File: src/rtl/linear_layer_start_fifo_ctrl.sv
// Shift-register FIFO control for Linear_Layer dataflow start/stream channels.
// HLS full_n/empty_n handshakes, first-word-fall-through head, occupancy and high-water stats.
module linear_layer_start_fifo_ctrl #(
  parameter int unsigned DATA_WIDTH = 1,
  parameter int unsigned ADDR_WIDTH = 1,
  parameter int unsigned DEPTH      = 2
) (
  input  logic                  ap_clk,
  input  logic                  ap_rst_n,
  input  logic                  if_write_ce,
  input  logic                  if_write,
  input  logic [DATA_WIDTH-1:0] if_din,
  output logic                  if_full_n,
  input  logic                  if_read_ce,
  input  logic                  if_read,
  output logic [DATA_WIDTH-1:0] if_dout,
  output logic                  if_empty_n,
  output logic [ADDR_WIDTH:0]   occupancy,
  output logic [ADDR_WIDTH:0]   high_water,
  input  logic                  hw_clear
);

  localparam int unsigned CW = ADDR_WIDTH + 1;

  logic [DATA_WIDTH-1:0] mem [DEPTH];
  logic [CW-1:0]         cnt;
  logic [CW-1:0]         cnt_next;
  logic [CW-1:0]         hw_next;
  logic [ADDR_WIDTH-1:0] addr;
  logic [ADDR_WIDTH-1:0] addr_next;
  logic                  push_c;
  logic                  pop_c;

  // Flags are registered, so accepts are qualified by the current flag state.
  assign push_c = if_write & if_write_ce & if_full_n;
  assign pop_c  = if_read & if_read_ce & if_empty_n;

  // Next occupancy/address; addr stays pinned at 0 across the 0<->1 transitions.
  always_comb begin
    cnt_next  = cnt;
    addr_next = addr;
    hw_next   = high_water;
    if (push_c && !pop_c) begin
      cnt_next = cnt + CW'(1);
      if (cnt != '0) begin
        addr_next = addr + ADDR_WIDTH'(1);
      end
    end else if (pop_c && !push_c) begin
      cnt_next = cnt - CW'(1);
      if (cnt != CW'(1)) begin
        addr_next = addr - ADDR_WIDTH'(1);
      end
    end
    if (hw_clear) begin
      hw_next = cnt_next;
    end else if (cnt_next > high_water) begin
      hw_next = cnt_next;
    end
  end

  always_ff @(posedge ap_clk) begin
    if (!ap_rst_n) begin
      cnt        <= '0;
      addr       <= '0;
      high_water <= '0;
      if_empty_n <= 1'b0;
      if_full_n  <= 1'b1;
    end else begin
      cnt        <= cnt_next;
      addr       <= addr_next;
      high_water <= hw_next;
      if_empty_n <= (cnt_next != '0);
      if_full_n  <= (cnt_next != CW'(DEPTH));
    end
  end

  // Storage is intentionally not reset; new data always enters entry 0.
  always_ff @(posedge ap_clk) begin
    if (push_c && ap_rst_n) begin
      mem[0] <= if_din;
      for (int unsigned i = 1; i < DEPTH; i++) begin
        mem[i] <= mem[i-1];
      end
    end
  end

  assign if_dout   = mem[addr];
  assign occupancy = cnt;

endmodule

File: config.mk
export PLATFORM = sky130hd
export DESIGN_NAME = linear_layer_start_fifo_ctrl
export DESIGN_NICKNAME = d
export VERILOG_FILES = /design/src/rtl/linear_layer_start_fifo_ctrl.sv
export SDC_FILE = /design/constraint.sdc
export NUM_CORES = 1
export LEC_CHECK = 0
export CAP_MARGIN = 20
export CORE_MARGIN = 2
export CORE_UTILIZATION = 35
export DETAILED_ROUTE_END_ITERATION = 8
export DONT_BUFFER_PORTS = 1
export GPL_ROUTABILITY_DRIVEN = 0
export SYNTH_ARGS = -nofsm -noshare
export SYNTH_HDL_FRONTEND = slang
export SYNTH_SLANG_ARGS = --single-unit
export TNS_END_PERCENT = 100
File: constraint.sdc
create_clock -name ap_clk -period 5.3 [get_ports ap_clk]
set_input_delay 1.06 -clock ap_clk [delete_from_list [all_inputs] [get_ports ap_clk]]
set_output_delay 1.06 -clock ap_clk [all_outputs]
set_load 0.005 [all_outputs]
* After elaboration in Yosys (flattened, before gate mapping)
Memory sizes are Yosys's and may differ from the RTL's. A register that Yosys moved wholly into a read port is not among the register bits.
Cells that the tools add are included.
** Word-level totals
- Output and inout bits :: 7
- Bits of input ports :: 8
- Logic and storage cells :: 41
- Memories :: 1
- RAM bits :: 2
- Register bits :: 7
** Memory list
- mem :: words 2, bits a word 1, rd ports 2, clocked after Yosys merged registers in 1, wr ports 2, RTL line 25 : logic [DATA_WIDTH-1:0] mem [DEPTH];
** Cells by class
- Muxes and demuxes :: 12
- $lt $le $gt $ge :: 1
- $add $sub $neg :: 4
- Equal/unequal tests :: 3
- Bitwise gates (word level) :: 4
- Reduce and logical (&&, ||, !) cells :: 11
** Operators by type and width (number)
- 2-bit nonzero test :: 5
- 1-bit two-way mux :: 8
- 2-bit two-way mux :: 4
- 1-bit AND :: 4
- 2-bit by 1-bit inequality test with 1-bit output, second input constant :: 2
- 1-bit logical AND :: 3
- 3-bit AND reduction :: 1
- 2-bit by 1-bit adder with 2-bit output, second input constant :: 1
- 2-bit > comparator :: 1
- 1-bit logical NOT :: 2
- 2-bit inequality test, second input constant :: 1
- 2-bit by 1-bit subtractor with 2-bit output, second input constant :: 1
- 1-bit adder, second input constant :: 1
- 1-bit subtractor, second input constant :: 1

* Longest topological paths before layout
- Word-level depth :: 9
- Gate-level depth with buffers :: 8
- Gate-level depth less buffers :: 7

* Least setup slack after synthesis
OpenSTA, ideal clock, no wires.
- Path type :: input to register
- From :: input port if_write
- To :: register high_water[0]
- Data required time :: 5.179 ns
- Setup time :: 0.121 ns
- Buffers on the path :: 1
- Data arrival time :: 2.576 ns
- Slack :: 2.603 ns
- Stages :: 8
- Cell sequence :: and3_1 buf_6 xor2_1 xnor2_1 ha_1 o21ai_0 a311oi_2 mux2_2
** Between the ends
- Cells in the longest elaborated chain, start to end :: 8
- Elaborated cells on any way between the ends :: 11
- Classes of those cells :: order compare: 1; mux: 4; bitwise: 2; reduce/logical: 4
** RTL lines
- from (decl) :: RTL line 11 : input logic if_write,
- 1-bit AND * (2 in a row) :: RTL line 35 : assign push_c = if_write & if_write_ce & if_full_n;
- 1-bit logical NOT :: RTL line 48 : end else if (pop_c && !push_c) begin
- 1-bit logical AND :: RTL line 48
- 2-bit two-way mux :: RTL line 48
- 2-bit two-way mux * :: RTL line 43 : if (push_c && !pop_c) begin
- 2-bit > comparator / 2-bit two-way mux (equally long branches) :: RTL line 56 : end else if (cnt_next > high_water) begin
- 2-bit nonzero test (no line) / 2-bit two-way mux (equally long branches)
- to (signal assigned) :: RTL line 71 : high_water <= hw_next;
- to (decl) :: RTL line 19 : output logic [ADDR_WIDTH:0] high_water,
Mark *: on every way between the ends. The rest lies on a longest branch, timed or not. The select of a mux whose other input is x is not followed.
A chain may end at the register's enable or synchronous reset.

* Worst setup path after layout
Ends and elaborated chain as after synthesis.

==> impl_summary.txt <==
----------------------------------------------------
[Outcome]
  Result of the run ... completed

[Logic synthesis]
  Complex-gate fraction of the synthesized area ... 10.21%
  Xor-xnor portion of the synthesized cell area ... around 3.7%
  Post-Syn Nets ... 54
  Proportion of netlist area held by the largest area contributor ... 33.51%
  Syn Std Cell Area ... 478.0 sq um
  Number of flip-flops and latches in the synthesized netlist ... 10
  Largest family of logic cells by synthesized area ... simple AND/OR/NAND/NOR gates
  Synthesized-area fraction occupied by adder cells ... 7.853%
  Synthesized area divided by synthesized cell count ... 11.12 sq um
  Number of unique standard cell types used by synthesis ... 25
  Synthesis warning total ... 0
  Top post-synthesis cells by area ... sky130_fd_sc_hd__dfxtp_1, sky130_fd_sc_hd__edfxtp_1, sky130_fd_sc_hd__ha_1
  Share of synthesized cell area in and, or, nand and nor gates ... around a quarter
  Top cell type by total area after synthesis ... sky130_fd_sc_hd__dfxtp_1
  Mux cell area share after synthesis ... 4.712%
  Number of instances in the synthesized netlist ... 43
  Sequential area share after synthesis ... 46.07%

[Global routing]
  First-pass GRT wire length ... roughly 1.1 mm
  Pin count of the biggest net entering global routing ... 8
  Overall routing resource usage ... 11.14%
  Antenna violations before repair ... 0
  Number of global-route vias before repair ... 289
  Global-route congestion overflow total ... 0

[Setup path]
  Data arrival time of the critical path ... 2.65 ns
  Kind of critical path ... primary input to register
  Cell family with most CP delay ... multiplexers
  Crit end category ... register
  Cell with the largest stage delay on the worst path ... sky130_fd_sc_hd__mux2_2
  Cell-by-cell trace of the critical path ... and3_1, xor2_1, xnor2_1, ha_1, o21ai_0, a311oi_2, mux2_2
  Crit-path max FO ... 5
  Critical path required time ... 5.45 ns
  Biggest cell delay along the critical path ... 0.35 ns
  Startpoint class of the critical path ... primary input
  Crit path buffers/inverters ... 0

[Timing]
  Slew at the pin closest to its max-slew limit ... 0.2637 ns
  Number of hold violations in the final report ... 0
  Final period util ... 47.19%
  Total negative slack ... 0 ns
  Post-layout minimum cycle time ... roughly 2.5 ns
  Setup Viol. Count Final ... 0
  Final clock skew ... 0.008385 ns
  Max-slew headroom at the worst pin ... 82.29%
  RSZ-0062 raised after global routing ... false
  Max-slew violation count ... 0
  F_max ... between 300 and 400 MHz

[Finish]
  Fraction of layout instances using a drive strength above 1 ... 21.74%
  Post-layout util ... 39.82%
  Area of the multi-input gates ... between 200 and 250 sq um
  Fillers ... 137
  Storage element area ... approximately 220 sq um
  Layout overhead on the synthesized area ... 7.068%
  Number of antenna cells inserted ... 0
  Count of nets after finishing ... 58
  Final cell count without fillers ... 61

[CTS]
  TritonCTS Buffers ... 3
  Total of hold buffers inserted after clock tree synthesis ... 0
  Clk slew on worst S/H paths ... roughly 0.070 ns
  Post-cts repair resize count ... 0
  CTS tree ... yes
  Depth of the CTS H-tree ... 1
  Longest Clk Path Bufs ... 2
  Post-CTS repair timing setup buffer count ... 0
  Total clock sinks ... 10
  Skew-Pair Late Insertion Delay ... between 0.2 and 0.3 ns
  Clock Tree Root ... sky130_fd_sc_hd__clkbuf_4

[Drt]
  Wire length reported by the detailed router ... 735 um
  Initial detailed-routing violation count ... 15
  Detailed-route wire length per cell ... 12.05 um
  Routed vias/inst ... 5.131
  Overall via count from detail_route ... 313
  DRT Pass-1 Iters ... 3
  Remaining antenna violation count ... 0
  Final routed DRC violation total ... 0

[Power]
  P_leak ... 0.2090 nW
  Pwr Density ... 540.4 nW/um^2
  Worst supply voltage drop on vdd ... between 0.2 and 0.3 mV

[Floorplanning]
  Die width ... 40.96 um
  Count of standard-cell rows ... 13
  Die area ... 1677 sq um
  CORE AREA ... 1285 sq um
  Top Ports ... 15
  Initial core utilization ... 37.20%
  Die height ... 40.96 um

[Placed design]
  Estimated wirelength of the detail-placed design ... 598 um
  Placed Instances ... 57
  Count of buffers inserted at the top-level ports ... 0

[Hold path]
  Class of the worst hold path ... register to register

[Job]
  Maxcap violations ... 0

----------------------------------------------------
## state kept, by name, indices dropped and copies added (netlist names), named ones only
name,cells
addr,1
if_full_n,1
occupancy,2
if_empty_n,1
high_water,2
mem,2
## cell families (layout without fill, tap and decap cells)
group	after synthesis	after routing
AO/OA/AOI/OAI	6	6
flip-flops	10	10
buffers and inverters	3	6
multiplexers	2	2
XOR/XNOR	2	2
adder cells (fa/ha/maj)	3	3
AND/OR/NAND/NOR	17	17
## through the flow
| step | hold WS, ns | cell area (sq um) | power (mW) | setup WS, ns |
|---|---|---|---|---|
| after global routing | 0.4696 | 511.7 | 0.3043 | 2.656 |
| after detailed placement | 0.4441 | 485.5 | 0.2272 | 2.514 |
| after CTS | 0.4602 | 511.7 | 0.2813 | 2.785 |
| after floorplan | 0.4222 | 478.0 | 0.2111 | 2.603 |
| final | 0.4564 | 511.7 | 0.2766 | 2.799 |
| after global placement | 0.4403 | 485.5 | 0.2252 | 2.554 |
## synth_stat cells, drive strengths merged
library cell	count
nand3	1
xor2	1
nor2b	1
ha	3
a211o	1
o211ai	1
and2	2
inv	2
o21ai	2
xnor2	1
buf	1
dfxtp	8
o21bai	1
a311oi	1
or2	1
or3	1
nand2	3
nor3	2
mux2	2
nor2	2
and3	4
edfxtp	2
## final cells by class
cell class / count / area share, %
inverter: 2 / 1.467
multi-input combinational: 30 / 46.70
tap: 15 / 3.667
sequential: 10 / 43.03
clock buffer: 4 / 5.134
## where the power goes
| group | switching, mW | total [mW] | internal, mW |
|---|---|---|---|
| logic | 0.0500 | 0.101 | 0.0507 |
| clock network | 0.0241 | 0.0531 | 0.0290 |
| registers | 0.0200 | 0.123 | 0.103 |
| total | 0.0941 | 0.277 | 0.182 |
## layer usage
layer / wire, um / share of wire, % / GRT usage [%]
met5: 0 / 0 / 0
met4: 0 / 0 / 2.500
met3: 81 / 11 / 11.41
met2: 362 / 49 / 17.19
met1: 290 / 39 / 10.16
## cells in the final DEF, fill, tap and decap left out, types with 2 or more instances in the layout
cell type,n
sky130_fd_sc_hd__dfxtp_1,8
sky130_fd_sc_hd__and3_1,3
sky130_fd_sc_hd__ha_1,3
sky130_fd_sc_hd__clkbuf_4,3
sky130_fd_sc_hd__inv_1,2
sky130_fd_sc_hd__mux2_2,2
sky130_fd_sc_hd__nor3_1,2
sky130_fd_sc_hd__nor2_1,2
sky130_fd_sc_hd__o21ai_0,2
sky130_fd_sc_hd__nand2_1,2
sky130_fd_sc_hd__edfxtp_1,2
## path summary, 6_finish.rpt
path / startpoint / depth (start not counted) / to / slack, ns
max: if_write / 7 / high_water[0] / 2.80
min: mem[0] / 0 / mem[1] / 0.46
max reg2reg: if_full_n / 7 / high_water[0] / 3.23
min reg2reg: mem[0] / 0 / mem[1] / 0.46
(Power assumes the default switching activity.)
